$ cat src/rtl/qspim_pkg.sv
// Shared types and phase lengths for the Wishbone to quad-SPI master bridge.
// QSPIM_SEL_EN adds a byte-enable nibble after the address phase.
package qspim_pkg;

    typedef enum logic [3:0] {
        S_IDLE, S_CS_SETUP, S_CMD, S_ADDR, S_SEL, S_DUMMY,
        S_DATA_WR, S_DATA_RD, S_CS_HOLD, S_ACK
    } state_t;

    localparam int CMD_NIB  = 2;
    localparam int ADDR_NIB = 8;
    localparam int SEL_NIB  = 1;
    localparam int DATA_NIB = 8;

`ifdef QSPIM_SEL_EN
    localparam bit SEL_EN = 1'b1;
`else
    localparam bit SEL_EN = 1'b0;
`endif

endpackage

$ cat src/rtl/qspim_sck_gen.sv
// SPI mode-0 clock divider: CLK_DIV sys_clk cycles per half period, idle low.
// rise/fall are high in the cycle whose closing edge moves sck.
module qspim_sck_gen #(
    parameter int CLK_DIV = 2
) (
    input  logic sys_clk,
    input  logic rst_n,
    input  logic en,
    output logic sck,
    output logic rise,
    output logic fall
);
    localparam int DIVW = $clog2(CLK_DIV + 1);

    logic [DIVW-1:0] cnt;
    logic            tick;

    assign tick = en && (cnt == DIVW'(CLK_DIV - 1));
    assign rise = tick & ~sck;
    assign fall = tick & sck;

    always_ff @(posedge sys_clk or negedge rst_n) begin
        if (!rst_n) begin
            cnt <= '0;
            sck <= 1'b0;
        end else if (!en) begin
            cnt <= '0;
            sck <= 1'b0;
        end else if (tick) begin
            cnt <= '0;
            sck <= ~sck;
        end else begin
            cnt <= cnt + 1'b1;
        end
    end

endmodule

$ cat src/rtl/qspim_wb.sv
// Wishbone slave to quad-SPI master: each single read/write becomes one
// CMD/ADDR/[SEL]/[DUMMY]/DATA frame. Macro QSPIM_SEL_EN enables the SEL nibble.
module qspim_wb
    import qspim_pkg::*;
#(
    parameter int          CLK_DIV   = 2,
    parameter int          DUMMY_NIB = 4,
    parameter logic [7:0]  CMD_WR    = 8'h02,
    parameter logic [7:0]  CMD_RD    = 8'h0B
) (
    input  logic        sys_clk,
    input  logic        rst_n,
    input  logic        wbs_cyc_i,
    input  logic        wbs_stb_i,
    input  logic        wbs_we_i,
    input  logic [31:0] wbs_adr_i,
    input  logic [31:0] wbs_dat_i,
    input  logic [3:0]  wbs_sel_i,
    output logic [31:0] wbs_dat_o,
    output logic        wbs_ack_o,
    output logic        wbs_err_o,
    output logic        spi_sck,
    output logic        spi_csn,
    output logic [3:0]  spi_sdo,
    input  logic [3:0]  spi_sdi,
    output logic        spi_oen,
    output logic        busy
);
    localparam int DIVW = $clog2(CLK_DIV + 1);
`ifdef QSPIM_SEL_EN
    localparam int SHW = 76;
`else
    localparam int SHW = 72;
`endif

    state_t          state, nxt, ns;
    logic [3:0]      nib, last;
    logic [SHW-1:0]  sh, frame;
    logic [31:0]     rd_sh;
    logic [7:0]      cmd;
    logic [DIVW-1:0] hold;
    logic            we, drop, req, sck_en, rise, fall, ack_ok;

    assign cmd    = wbs_we_i ? CMD_WR : CMD_RD;
    assign req    = wbs_cyc_i & wbs_stb_i & ~wbs_ack_o & ~wbs_err_o;
    assign sck_en = state inside {S_CS_SETUP, S_CMD, S_ADDR, S_SEL, S_DUMMY, S_DATA_WR, S_DATA_RD};
    assign busy   = (state != S_IDLE);
    assign ack_ok = ~drop & wbs_cyc_i;

    // First command nibble goes straight to sdo; the rest queue up MSB-first.
`ifdef QSPIM_SEL_EN
    assign frame = {cmd[3:0], wbs_adr_i, wbs_sel_i, wbs_dat_i, 4'h0};
`else
    assign frame = {cmd[3:0], wbs_adr_i, wbs_dat_i, 4'h0};
    logic unused_sel;
    assign unused_sel = ^wbs_sel_i;
`endif

    always_comb begin
        nxt  = S_CS_HOLD;
        last = 4'(DATA_NIB - 1);
        case (state)
            S_CMD:   begin last = 4'(CMD_NIB - 1);   nxt = S_ADDR; end
            S_ADDR:  begin last = 4'(ADDR_NIB - 1);
                           nxt  = SEL_EN ? S_SEL : (we ? S_DATA_WR : S_DUMMY); end
            S_SEL:   begin last = 4'(SEL_NIB - 1);   nxt = we ? S_DATA_WR : S_DUMMY; end
            S_DUMMY: begin last = 4'(DUMMY_NIB - 1); nxt = S_DATA_RD; end
            default: ;
        endcase
        ns = (nib == last) ? nxt : state;
    end

    qspim_sck_gen #(.CLK_DIV(CLK_DIV)) u_sck (
        .sys_clk (sys_clk),
        .rst_n   (rst_n),
        .en      (sck_en),
        .sck     (spi_sck),
        .rise    (rise),
        .fall    (fall)
    );

    always_ff @(posedge sys_clk or negedge rst_n) begin
        if (!rst_n) begin
            state     <= S_IDLE;
            spi_csn   <= 1'b1;
            spi_sdo   <= 4'h0;
            spi_oen   <= 1'b1;
            wbs_ack_o <= 1'b0;
            wbs_err_o <= 1'b0;
            wbs_dat_o <= '0;
            nib       <= '0;
            sh        <= '0;
            rd_sh     <= '0;
            hold      <= '0;
            we        <= 1'b0;
            drop      <= 1'b0;
        end else begin
            wbs_ack_o <= 1'b0;
            wbs_err_o <= 1'b0;
            if (busy && !wbs_cyc_i) drop <= 1'b1;
            case (state)
                S_IDLE: if (req) begin
                    if (wbs_adr_i[1:0] != 2'b00) begin
                        wbs_err_o <= 1'b1;
                    end else begin
                        state   <= S_CS_SETUP;
                        we      <= wbs_we_i;
                        drop    <= 1'b0;
                        sh      <= frame;
                        spi_sdo <= cmd[7:4];
                        spi_csn <= 1'b0;
                        spi_oen <= 1'b0;
                    end
                end
                S_CS_SETUP: if (rise) begin
                    state <= S_CMD;
                    nib   <= '0;
                end
                S_CS_HOLD: begin
                    if (hold == DIVW'(CLK_DIV - 1)) begin
                        state     <= S_ACK;
                        wbs_ack_o <= ack_ok;
                        if (!we && ack_ok) wbs_dat_o <= rd_sh;
                    end else begin
                        hold <= hold + 1'b1;
                    end
                end
                S_ACK: state <= S_IDLE;
                default: begin
                    if (rise && state == S_DATA_RD) rd_sh <= {rd_sh[27:0], spi_sdi};
                    if (fall) begin
                        state <= ns;
                        nib   <= (nib == last) ? 4'd0 : nib + 4'd1;
                        if (ns == S_CS_HOLD) begin
                            spi_csn <= 1'b1;
                            spi_oen <= 1'b1;
                            spi_sdo <= 4'h0;
                            hold    <= '0;
                        end else if (ns == S_DUMMY || ns == S_DATA_RD) begin
                            spi_oen <= 1'b1;
                            spi_sdo <= 4'h0;
                        end else begin
                            spi_sdo <= sh[SHW-1 -: 4];
                            sh      <= sh << 4;
                        end
                    end
                end
            endcase
        end
    end

endmodule

$ cat config.mk
export PLATFORM = sky130hd
export DESIGN_NAME = qspim_wb
export DESIGN_NICKNAME = d
export VERILOG_FILES = /design/src/rtl/qspim_pkg.sv /design/src/rtl/qspim_sck_gen.sv /design/src/rtl/qspim_wb.sv
export SDC_FILE = /design/constraint.sdc
export NUM_CORES = 1
export LEC_CHECK = 0
export BUFFER_PORTS_ARGS = -buffer_cell sky130_fd_sc_hd__buf_2
export CORE_MARGIN = 4
export CORE_UTILIZATION = 45
export DETAILED_ROUTE_END_ITERATION = 16
export GPL_ROUTABILITY_DRIVEN = 0
export PLACE_DENSITY = 0.66
export REMOVE_ABC_BUFFERS = 1
export SYNTH_ARGS = -nofsm -noshare
export SYNTH_HDL_FRONTEND = slang
export SYNTH_HIERARCHICAL = 1
export SYNTH_SLANG_ARGS = --single-unit
$ cat constraint.sdc
create_clock -name sys_clk -period 5.1 [get_ports sys_clk]
set_input_delay 0.765 -clock sys_clk [delete_from_list [all_inputs] [get_ports sys_clk]]
set_output_delay 0.765 -clock sys_clk [all_outputs]
set_load 0.03 [all_outputs]
**Word level (Yosys, flattened, before mapping)**

Index checks and enable logic that the tools add are counted.
W data, S select, Z words.

- Multiplexer cells: 53
- $add $sub $neg: 3
- Eq/ne operators: 23
- Reduce and logical (&&, ||, !) cells: 33
- Bitwise operators: 15

Operator list:

| operator | count |
|---|---|
| $mux W72 | 5 |
| $pmux W72 S2 | 1 |
| $mux W4 | 15 |
| $eq A4 B3 Y1 const B | 6 |
| $mux W1 | 18 |
| $pmux W4 S2 | 2 |
| $pmux W4 S4 | 1 |
| $reduce_and A5 Y1 | 3 |
| $eq A4 B4 Y1 const B | 3 |
| $mux W2 | 6 |
| $ne A2 B2 Y1 const B | 6 |
| $pmux W4 S3 | 1 |
| $reduce_bool A2 Y1 | 6 |
| $not A1 Y1 | 9 |
| $pmux W3 S3 | 1 |
| $reduce_and A3 Y1 | 3 |
| $reduce_or A3 Y1 | 3 |
| $eq A4 B2 Y1 const B | 2 |
| $reduce_and A4 Y1 | 2 |
| $reduce_bool A7 Y1 | 1 |
| $and A1 B1 Y1 | 6 |
| $reduce_and A6 Y1 | 1 |
| $reduce_bool A5 Y1 | 1 |
| $add A2 B1 Y2 const B | 2 |
| 16 further kinds | 23 |

- Output and inout port bits: 42
- Bits of input ports: 77
- Word-level logic and storage cells: 142
- Flip-flop bits (word level): 159

**Logic depth before layout (Yosys ltp)**

Gate-level depths: netlist (run 1).

- Depth in word-level cells: 10
- Mapped depth: 12

**Hierarchy**

The synthesis (run 1) kept the hierarchy.

Modules (own cells, without submodules):

| module | area each (µm²) | cells each | instances | seq. area each (µm²) |
|---|---|---|---|---|
| qspim_wb | 7240.7 | 636 | 1 | 3806.2 |
| qspim_sck_gen | 125.1 | 11 | 1 | 75.1 |

**Worst setup path before layout (run 1)**

OpenSTA, ideal clock, no wires.

- Kind: register to register
- Start point: reg state[1]
- End point: reg sh[10]
- Data arrival time: 2652 ps
- Setup slack: 2323 ps
- Required time: 4975 ps
- Cell stages (with the launch flop): 13
- Path buffers: 5
- Period minus slack after synthesis: 2777 ps
- Library setup time: 125 ps
- Cells stage by stage: dfrtp_1 buf_2 buf_2 buf_1 nor3_1 nor2_1 and3_1 inv_1 nor2_1 a32o_1 buf_6 buf_6 mux2_4

- Elaborated cells on any way between the ends: 31

RTL lines:

| what | line | text |
|---|---|---|
| from (decl) | qspim_wb.sv:36 | `state_t state, nxt, ns;` |
| from (signal assigned) | qspim_wb.sv:132 | `state <= ns;` |
| $eq A4 B1 Y1 (tied with other cells) | qspim_wb.sv:46 | `assign sck_en = state inside {S_CS_SETUP, S_CMD, S_ADDR, S_SEL, S_DUMMY, S_DATA_WR, S_DATA_RD};` |
| $reduce_bool A7 Y1 * | qspim_wb.sv:46 |  |
| named net sck_en | qspim_wb.sv:42 | `logic we, drop, req, sck_en, rise, fall, ack_ok;` |
| $logic_and A1 B1 Y1 * | qspim_sck_gen.sv:18 | `assign tick = en && (cnt == DIVW'(CLK_DIV - 1));` |
| $and A1 B1 Y1 * | qspim_sck_gen.sv:20 | `assign fall = tick & sck;` |
| named net fall | qspim_wb.sv:42 |  |
| $reduce_bool A2 Y1 (no source line) * | n/a |  |
| $reduce_and A6 Y1 (no source line) * | n/a |  |
| to (signal assigned) | qspim_wb.sv:109 | `sh <= frame;` |
| to (signal assigned) | qspim_wb.sv:144 | `sh <= sh << 4;` |
| to (decl) | qspim_wb.sv:38 | `logic [SHW-1:0] sh, frame;` |

The timed path passes the listed nets; every way through them passes the cells marked *.
A chain may end at the register's enable or synchronous reset.

**Worst setup path in the final report (run 1)**

- Start point: reg state[2]
- End point: out busy

- Longest elaborated chain between the ends: 1

Ends and longest elaborated chain:

| what | line | text |
|---|---|---|
| $reduce_bool A4 Y1 | qspim_wb.sv:47 | `assign busy = (state != S_IDLE);` |
| to (decl) | qspim_wb.sv:27 | `output logic busy` |

Every way passes these cells.

==> results of run 1 <==
[worst min path at each step]
stage	to	slack, ns	depth (start not counted)	start
after CTS	wbs_dat_o[18]$_DFFE_PN0P_	0.27	1	rst_n
final	wbs_dat_o[6]$_DFFE_PN0P_	0.26	1	rst_n
after detailed placement	u_sck/cnt[0]$_DFF_PN0_	0.47	1	u_sck/cnt[0]$_DFF_PN0_
after floorplan	u_sck/cnt[0]$_DFF_PN0_	0.44	1	u_sck/cnt[0]$_DFF_PN0_
after global routing	wbs_dat_o[18]$_DFFE_PN0P_	0.28	1	rst_n
after global placement	u_sck/cnt[0]$_DFF_PN0_	0.45	1	u_sck/cnt[0]$_DFF_PN0_
[per-layer routing]
layer | vias to the layer above | global-route usage
met1 | 2473 | 0.237
met3 | 13 | 0.0511
met2 | 114 | 0.262
li1 | 2405 | -
met4 | 0 | 0.0426
met5 | - | 0
[cell families after synthesis]
logic type	Yosys count	synth area share
and+or+nand+nor	258	0.151
DFF	155	0.527
muxes	135	0.235
AOI/OAI and AO/OA	50	0.0489
buffers and inverters	44	0.0313
adders and majority gates	3	0.00476
xor gates and xnor gates	2	0.00238
[through the flow]
step | instances | hold slack (ns)
2_1_floorplan | 610 | 0.435
3_3_place_gp | 947 | 0.447
3_5_place_dp | 947 | 0.470
4_1_cts | 978 | 0.268
5_1_grt | 978 | 0.283
6_report | 978 | 0.263
[layout make-up]
type,instances,area [um2]
Fill cell,1379,7230
Sequential cell,155,3880
Multi-Input combinational cell,448,3270
Timing Repair Buffer,121,629
Clock buffer,21,480
Tap cell,216,270
Clock inverter,10,163
Inverter,7,26.3
[cell usage after synthesis, drive strengths merged (2+ instances only)]
master | number | area share
mux2 | 128 | 0.23
clkbuf | 22 | 0.011
nand4 | 4 | 0.0034
a21o | 2 | 0.0020
ha | 2 | 0.0034
o22ai | 2 | 0.0017
nand2 | 201 | 0.10
o41ai | 3 | 0.0036
or4b | 2 | 0.0027
mux2i | 7 | 0.0095
nand2b | 2 | 0.0017
nor2 | 20 | 0.010
inv | 7 | 0.0036
and2 | 3 | 0.0025
nor2b | 7 | 0.0063
and3 | 2 | 0.0017
a32o | 7 | 0.0095
o21ai | 13 | 0.0088
nor4b | 2 | 0.0044
buf | 15 | 0.016
a21oi | 10 | 0.0068
nor3 | 4 | 0.0027
nand3 | 4 | 0.0034
dfstp | 2 | 0.0071
dfrtp | 153 | 0.52
a32oi | 2 | 0.0024
a31oi | 4 | 0.0034
[sequential cells by signal, indices dropped and copies added (netlist names)]
name and cells:
rd_sh 32, u_sck/sck 1, wbs_err_o 1, wbs_ack_o 1, state 4, spi_sdo 4, we 1, nib 4
sh 68, spi_oen 1, u_sck/cnt 2, drop 1, hold 2, spi_csn 1, wbs_dat_o 32
[power groups by stage]
stage | Sequential [mW] | Clock [mW] | Combinational [mW]
2_1_floorplan | 1.25 | 0 | 0.00318
3_3_place_gp | 1.25 | 0 | 0.0589
3_5_place_dp | 1.25 | 0 | 0.0597
4_1_cts | 1.23 | 1.38 | 0.0599
5_1_grt | 1.23 | 1.44 | 0.0667
6_report | 1.23 | 1.35 | 0.0575
[critical path: stages (launching register included)]
cell	delay, ns
dfrtp_1	0.66
nor4_4	0.41
buf_4	0.59
inv_2	0.35
buf_4	0.38
buf_2	0.25
==> key figures, run 1 <==
Detailed routing
  – Residual DRC: 0
  – Final WL: 15.1 mm
  – DR iter-0 viols: 248
  – Via density: 5.12
  – Wire length per cell: 15.4 um
  – Final ANT Viol Nets: 0
  – DRT Pass-1 Iters: 4
  – Met2 WL: 7.00 mm
  – Met1 Wirelength: 7.09 mm
  – Highest routed layer: met4
  – Met3 wire len: 890 um
  – Via count: 5,005

Power
  – Switching Power: 0.519 mW
  – Switching share of total power: 0.196
  – Int Power: 2.12 mW
  – Part of the power in registers: 0.466
  – Pwr per Cell Area: 303 nW/um2
  – Combinational fraction of design power: 0.022
  – Pwr Total: 2.64 mW
  – Max IR drop VDD: 240 uV
  – Pleak: 4.48 nW
  – Clock power share: 0.512

Yosys
  – Async set-reset flop share out of synthesis: 1.00
  – Yosys reg bits: 155
  – Syn Inst Count: 647
  – Cell Area, Synth: 7370 um2
  – EDFF count, synth: 0
  – Distinct cells, synth: 51
  – Synth warn: 6
  – Register area share after synthesis: 0.527
  – Avg Cell Area, Syn: 11.4 um2
  – Top_reg_cell synth: dfrtp_1

Clocking
  – Clock Tree Root: clkbuf_16
  – Num CTS Buffers: 17
  – Post-CTS sizing: 0
  – H-tree depth: 4
  – Clock Path Buffers: 2
  – Hold buffers post-CTS: 0
  – CTS sink cnt: 155
  – Worst skew pair latency: 0.42 ns
  – CTS tree: yes
  – Clock transition at the registers of the reported paths: 0.06 ns
  – Setup bufs post-CTS: 0

Final layout
  – Commonest non-fill, non-tap cells in the layout: nand2_1 (201), dfrtp_1 (153), buf_2 (113), mux2_2 (70), mux2_4 (58)
  – Layout Nets: 829
  – Most common cell after layout, fill and taps aside: nand2_1
  – Finished Cell Area: 8720 um2
  – Fraction of final layout cells sized beyond drive strength 1: 0.383
  – P&R area growth vs syn: 18.3%
  – Post-layout util: 0.547
  – Antenna diode count: 0

Floorplan
  – Die H: 136 um
  – Core box area: 15,900 um2
  – Row cnt: 46
  – IO Pins: 119
  – Die area: 18,500 um2
  – Initial core utilization: 0.462
  – Chip width: 136 um

Global routing
  – GRT Util Overall: 0.170
  – Largest net degree at the start of global routing: 67
  – Gr ovfl total: 0
  – First-pass GRT wire length: 25.3 mm
  – Antenna violations before repair: 0
  – Vias in the first global route: 5,168

Timing
  – Fmax: 259 MHz
  – Worst-Margin Slew: 1.19 ns
  – Fin. Hold Viols: 0
  – Setup Viol. Count Final: 0
  – Fin. max-slew vios: 0
  – Final WS setup: 1.23 ns
  – TNS Setup: 0 ns
  – RSZ-0062 raised after global routing: no
  – Final min period: 3.87 ns
  – Slew HR: 0.206
  – Final Skew: 0.0119 ns
  – Final period util: 0.758

Worst setup path
  – Worst R2R Start: state[1]$_DFFE_PN0P_
  – Crit start category: flop
  – CP Class: reg2out
  – Crit path from: state[2]$_DFFE_PN0P_
  – Crit-path max FO: 63
  – CP endpoint kind: output pin
  – Reg2Reg Depth: 7
  – Capturing point of the worst reg2reg path: sh[56]$_DFFE_PN0P_
  – R2R Setup Slk: 1.36 ns
  – CP Capture Point: busy
  – Arrival time at the worst endpoint: 3.10 ns
  – CP Data Required Time: 4.34 ns

Place
  – DP Worst Slack: 1.36 ns
  – DPL Wire Length: 9.93 mm
  – IO buf count: 114
  – Placed Area: 8070 um2

Hold path
  – Hold Crit Class: in2async

Outcome
  – Status: complete, no violations

Job
  – Max Cap Viol: 0
No activity file was read; power rests on OpenSTA's default activity.
==> inputs of run 2 (changes only) <==
Settings changed: ABC_AREA set to 1, PLACE_DENSITY 0.66 to 0.69.
Clock period 5.1 ns to 3.45 ns, I/O delays scaled along.
==> run 2 against run 1 <==
Clock power is 42% higher. First-iteration DRC count grew 54%. Worst setup slack worse by 0.59 ns. Highest routed layer unchanged.
==> key figures, run 2 <==
Power
  – Switching share of total power: 0.214
  – Combinational fraction of design power: 0.030
  – Pwr per Cell Area: 461 nW/um2
  – Switching Power: 0.829 mW
  – Max IR drop VDD: 391 uV
  – Int Power: 3.05 mW
  – Part of the power in registers: 0.476
  – Clock power share: 0.494
  – Pleak: 4.61 nW

Yosys
  – Register area share after synthesis: 0.548
  – Most common cell in the synthesized netlist: nand2_1
  – Cell Area, Synth: 7080 um2
  – Leading area contributor after synthesis: dfrtp_1
  – EDFF count, synth: 0
  – Yosys top cell area share: 0.541
  – Synth warn: 6
  – Avg Cell Area, Syn: 7.75 um2
  – Top_reg_cell synth: dfrtp_1
  – Distinct cells, synth: 33
  – Area contributors post-synth: dfrtp_1 (54%), nand2_1 (27%), o21ai_0 (4.2%), inv_1 (2.9%), clkbuf_1 (1.3%)
  – Async set-reset flop share out of synthesis: 1.00
  – Yosys reg bits: 155
  – Syn Inst Count: 914
  – Most common library cells after synthesis: nand2_1 (508), dfrtp_1 (153), o21ai_0 (60), inv_1 (55), clkbuf_1 (25)

Timing
  – Fmax: 357 MHz
  – Final min period: 2.80 ns
  – Fin. max-slew vios: 0
  – Fin. Hold Viols: 0
  – Slew HR: 0.492
  – Final Skew: 0.0117 ns
  – Final period util: 0.813
  – Setup Viol. Count Final: 0
  – Worst hold margin: 0.145 ns
  – RSZ-0062 raised after global routing: no
  – Worst-Margin Slew: 0.761 ns

Detailed routing
  – Wire length per cell: 12.0 um
  – DR iter-0 viols: 381
  – DRT Pass-1 Iters: 4
  – Final ANT Viol Nets: 0
  – Residual DRC: 0
  – Via count: 5,769
  – Via density: 4.65
  – Final WL: 14.8 mm

Global routing
  – Antenna violations before repair: 0
  – Largest net degree at the start of global routing: 84
  – Vias in the first global route: 5,560
  – Gr ovfl total: 0
  – First-pass GRT wire length: 25.8 mm
  – GRT Util Overall: 0.175

Clocking
  – Clock Tree Root: clkbuf_16
  – Worst skew pair latency: 0.42 ns
  – Num CTS Buffers: 17
  – H-tree depth: 4
  – Hold buffers post-CTS: 0
  – CTS sink cnt: 155
  – CTS tree: yes
  – Setup bufs post-CTS: 0
  – Clock Path Buffers: 2
  – Clock transition at the registers of the reported paths: 0.06 ns
  – Post-CTS sizing: 0

Floorplan
  – Die H: 133 um
  – Chip width: 133 um
  – Row cnt: 45
  – Initial core utilization: 0.462
  – Core box area: 15,300 um2
  – IO Pins: 119
  – Die area: 17,800 um2

Worst setup path
  – CP endpoint kind: flop
  – Reg2Reg Depth: 17
  – Arrival time at the worst endpoint: 3.11 ns
  – CP dominant cell by count: nand2_1
  – Crit-path max FO: 11
  – Crit path max-delay cell type: dfrtp_1
  – CP Class: reg2reg
  – Crit start category: flop
  – CP max stage delay: 0.56 ns
  – CP Data Required Time: 3.75 ns
  – Worst path cell trace: nor2_2 > nand2_1 > inv_1 > nor2_1 > inv_1 > nor2_1 > nand2_1 > inv_1 > nor2_1 > nor3_1 > inv_1 > nor2_2 > inv_1 > nand2_1 > nand2_1 > nand2_1 > nand2_1

Final layout
  – Commonest non-fill, non-tap cells in the layout: nand2_1 (507), dfrtp_1 (153), buf_2 (113), o21ai_0 (60), inv_1 (54)
  – Fillers: 1,514
  – Fin cells: 1,240
  – Most flops, register: sh
  – Max reg flops: 68
  – Register area: 3880 um2
  – Antenna diode count: 0
  – Layout Nets: 1,095
  – Fraction of final layout cells sized beyond drive strength 1: 0.176
  – Area occupied by multi-input gates: 2760 um2
  – Most common cell after layout, fill and taps aside: nand2_1
  – Post-layout util: 0.549
  – P&R area growth vs syn: 18.9%
  – Largest regs: sh: 68 flops, rd_sh: 32 flops, wbs_dat_o: 32 flops

Hold path
  – Hold Crit Class: in2async

Place
  – DPL Wire Length: 9.43 mm
  – Placed insts: 1,208
  – IO buf count: 114

Job
  – Max Cap Viol: 0

Outcome
  – Status: complete, no violations
[run 2: cell count changes after synthesis, moves of 12 or more]
cell / change
nand3_1: +12
inv_1: +48
nand2_1: +307
mux2_4: -58
mux2_2: -70
o21ai_0: +47
[run 2: logic make-up after synthesis]
family / after synthesis / synth area share
AND/OR/NAND/NOR: 573 / 0.323
adder cells (fa/ha/maj): 2 / 0.00353
buffers and inverters: 100 / 0.0627
flip-flops: 155 / 0.548
XOR/XNOR: 2 / 0.00247
AO/OA/AOI/OAI: 82 / 0.0604
[run 2: metal layers]
metal	global-route usage	up-vias	wire length, um
met5	0	-	0
met4	0.0577	0	240
met3	0.0415	20	677
met2	0.280	103	7060
met1	0.237	2635	6860
li1	-	3011	-
[run 2: worst paths after layout]
path	from	to	slack, ns
worst min-delay path	rst_n	wbs_dat_o[0]$_DFFE_PN0P_	0.15
max in group asynchronous	rst_n	wbs_dat_o[6]$_DFFE_PN0P_	2.52
worst max register to register	state[1]$_DFFE_PN0P_	hold[0]$_DFFE_PN0P_	0.65
min in group sys_clk	wbs_dat_i[3]	sh[7]$_DFFE_PN0P_	0.30
worst min register to register	drop$_DFF_PN0_	wbs_ack_o$_DFF_PN0_	0.46
worst max-delay path	state[1]$_DFFE_PN0P_	hold[0]$_DFFE_PN0P_	0.65
[run 2: worst max-delay path, delay by kind of cell (launching register included)]
| kind | cells | cell delay, ns |
|---|---|---|
| flops | 1 | 0.56 |
| simple gates | 12 | 1.63 |
| buf+inv | 5 | 0.50 |
[run 2: final cells by class]
type | count | share of cell area
multi-input combinational | 659 | 0.328
clock inverter | 12 | 0.0193
timing repair buffer | 124 | 0.0804
clock buffer | 20 | 0.0531
inverter | 59 | 0.0263
tap | 211 | 0.0314
sequential | 155 | 0.461
[run 2: power by group through the flow]
stage                     clock network (mW)  logic (mW)  registers [mW]
after floorplan                            0      0.0305            1.88
after global placement                     0       0.120            1.88
after detailed placement                   0       0.120            1.88
after CTS                               1.96       0.120            1.85
after global routing                    2.04       0.137            1.85
final                                   1.92       0.115            1.85
[run 2: through the flow]
stage	instance area, um2	total power, mW	setup slack, ns	setup TNS [ns]
after global placement	7800	2.00	0.714	0
after CTS	8410	3.93	0.623	0
after floorplan	6860	1.91	-0.928	-55.82
after global routing	8410	4.03	0.293	0
final	8410	3.88	0.646	0
after detailed placement	7800	2.00	0.661	0
==> inputs of run 3 (changes only) <==
Clock period 3.45 ns to 2.25 ns, I/O delays scaled along.
==> run 3 against run 2 <==
Critical path depth down 3. Largest cell class unchanged. Global-route usage up 0.24 points. Clock skew up 0.0013 ns. Fmax up 29%. Worst setup slack worse by 0.57 ns. Clock power up 43%. Worst hold slack worse by 0.036 ns. Final cell count up 3.3%. Die area unchanged. Critical endpoint is now sh[16]$_DFFE_PN0P_. Clock-buffer cell count down 2. Register-to-register slack worse by 0.57 ns. Cell area up 6.7%.
==> key figures, run 3 (same netlist as run 2, synthesis figures left out) <==
Final layout
  – Fillers: 1,387
  – Fin cells: 1,281
  – Post-layout util: 0.586
  – Commonest non-fill, non-tap cells in the layout: nand2_1 (497), dfrtp_1 (151), buf_2 (113), o21ai_0 (60), inv_1 (49)
  – P&R area growth vs syn: 26.8%
  – Antenna diode count: 0
  – Most common cell after layout, fill and taps aside: nand2_1
  – Layout Nets: 1,136
  – Most flops, register: sh
  – Largest regs: sh: 68 flops, rd_sh: 32 flops, wbs_dat_o: 32 flops
  – Fraction of final layout cells sized beyond drive strength 1: 0.237
  – Max reg flops: 68

Detailed routing
  – Wire length per cell: 12.6 um
  – Final ANT Viol Nets: 0
  – DR iter-0 viols: 374
  – DRT Pass-1 Iters: 5
  – Final WL: 16.2 mm
  – Via density: 4.68
  – Residual DRC: 0
  – Via count: 5,989

Power
  – Part of the power in registers: 0.492
  – Int Power: 4.38 mW
  – Max IR drop VDD: 594 uV
  – Switching Power: 1.37 mW
  – Pwr per Cell Area: 641 nW/um2
  – Clock power share: 0.476
  – Combinational fraction of design power: 0.032
  – Pleak: 4.87 nW
  – Switching share of total power: 0.238

Floorplan
  – Core box area: 15,300 um2
  – Chip width: 133 um
  – IO Pins: 119
  – Die area: 17,800 um2
  – Row cnt: 45
  – Die H: 133 um
  – Initial core utilization: 0.462

Clocking
  – CTS tree: yes
  – CTS sink cnt: 155
  – Clock Path Buffers: 2
  – Clock Tree Root: clkbuf_16
  – H-tree depth: 4
  – Clock transition at the registers of the reported paths: 0.07 ns
  – Worst skew pair latency: 0.43 ns
  – Num CTS Buffers: 17

Global routing
  – First-pass GRT wire length: 25.9 mm
  – Gr ovfl total: 0
  – Vias in the first global route: 5,577
  – Largest net degree at the start of global routing: 65
  – Antenna violations before repair: 0
  – GRT Util Overall: 0.177

Outcome
  – Status: complete, no violations

Timing
  – Final period util: 0.965
  – Final min period: 2.17 ns
  – Setup Viol. Count Final: 0
  – Fin. Hold Viols: 0
  – Slew HR: 0.593
  – Fmax: 461 MHz
  – Final WS setup: 0.0785 ns
  – Final Skew: 0.0130 ns
  – TNS Setup: 0 ns
  – Worst-Margin Slew: 0.610 ns
  – Fin. max-slew vios: 0

Job
  – Max Cap Viol: 0

Place
  – DP Worst Slack: 0.0624 ns
  – DPL Wire Length: 10.1 mm
  – IO buf count: 114
  – Placed insts: 1,236

Worst setup path
  – CP endpoint kind: flop
  – Crit-path max FO: 8
  – Capturing point of the worst reg2reg path: sh[16]$_DFFE_PN0P_
  – Arrival time at the worst endpoint: 2.49 ns
  – CP Data Required Time: 2.57 ns
  – Crit start category: flop
  – Crit path from: state[3]$_DFFE_PN0P_
  – CP Capture Point: sh[16]$_DFFE_PN0P_
  – CP Class: reg2reg
  – R2R Setup Slk: 0.08 ns
  – Reg2Reg Depth: 14
  – Worst R2R Start: state[3]$_DFFE_PN0P_

Hold path
  – Min-delay src: wbs_dat_i[2]
  – Hold Crit Class: in2reg
## run 3: changes by cell type in the layout (fill, tap and decap cells not counted), moves of 4 or more
cell / delta
nand2_2: +8
clkbuf_16: +4
inv_2: +5
nor2_1: -7
inv_1: -5
nand2_1: -10
buf_12: +4
buf_4: +27
nor2_4: +7
buf_6: +4
## run 3: layer usage
metal / track usage / vias up / part of all wire
li1: - / 3094 / -
met1: 0.242 / 2744 / 0.46
met2: 0.282 / 134 / 0.48
met3: 0.0397 / 17 / 0.048
met4: 0.0606 / 0 / 0.016
met5: 0 / - / 0
## run 3: power groups by stage
stage / combinational (mW) / clock, mW / sequential [mW]
after floorplan: 0.0467 / 0 / 2.88
after global placement: 0.189 / 0 / 2.88
after detailed placement: 0.190 / 0 / 2.88
after CTS: 0.192 / 2.78 / 2.83
after global routing: 0.218 / 2.91 / 2.83
final: 0.186 / 2.74 / 2.83
## run 3: what timing repair did
action	in CTS	in global routing
setup endpoints to repair	0	97
buffers inserted	0	5
gates resized for setup	0	50
hold endpoints to repair	55	0
hold buffers	1	0
## run 3: worst min path at each step
stage                                to  slack, ns  depth (start not counted)
6_report              sh[6]$_DFFE_PN0P_       0.11                          3
5_1_grt               sh[7]$_DFFE_PN0P_       0.11                          3
4_1_cts               sh[6]$_DFFE_PN0P_       0.09                          3
3_5_place_dp       rd_sh[2]$_DFFE_PN0P_       0.36                          1
3_3_place_gp   wbs_dat_o[2]$_DFFE_PN0P_       0.36                          1
2_1_floorplan            drop$_DFF_PN0_       0.04                          0
## run 3: area by class of cell
type	instances	area [um2]	share of cell area
clock buffers	18	439	0.0489
clock inverters	14	134	0.0149
repair buffers	165	1130	0.126
inverters	59	224	0.0249
multi-input cells	659	2900	0.323
well taps	211	264	0.0294
flip-flops and latches	155	3880	0.433
## run 3: metrics by stage
stage / area (um2) / hold WS, ns / total power [mW]
after floorplan: 6860 / 0.0419 / 2.93
after detailed placement: 8050 / 0.362 / 3.07
after global routing: 8980 / 0.113 / 5.96
final: 8980 / 0.109 / 5.75
after CTS: 8640 / 0.0948 / 5.80
after global placement: 8050 / 0.362 / 3.07
## run 3: critical path: stages, from the launching register on
cell and delay (ns):
dfrtp_2 0.47, inv_2 0.11, nand3_4 0.10, nand3_1 0.11, nand2_2 0.07, nor2_4 0.18
nand2_4 0.09, nand2_2 0.07, nand2_2 0.07, buf_4 0.15, nand3_4 0.07, nand3_4 0.21
clkbuf_16 0.25, nand2_1 0.06, nand2_1 0.05
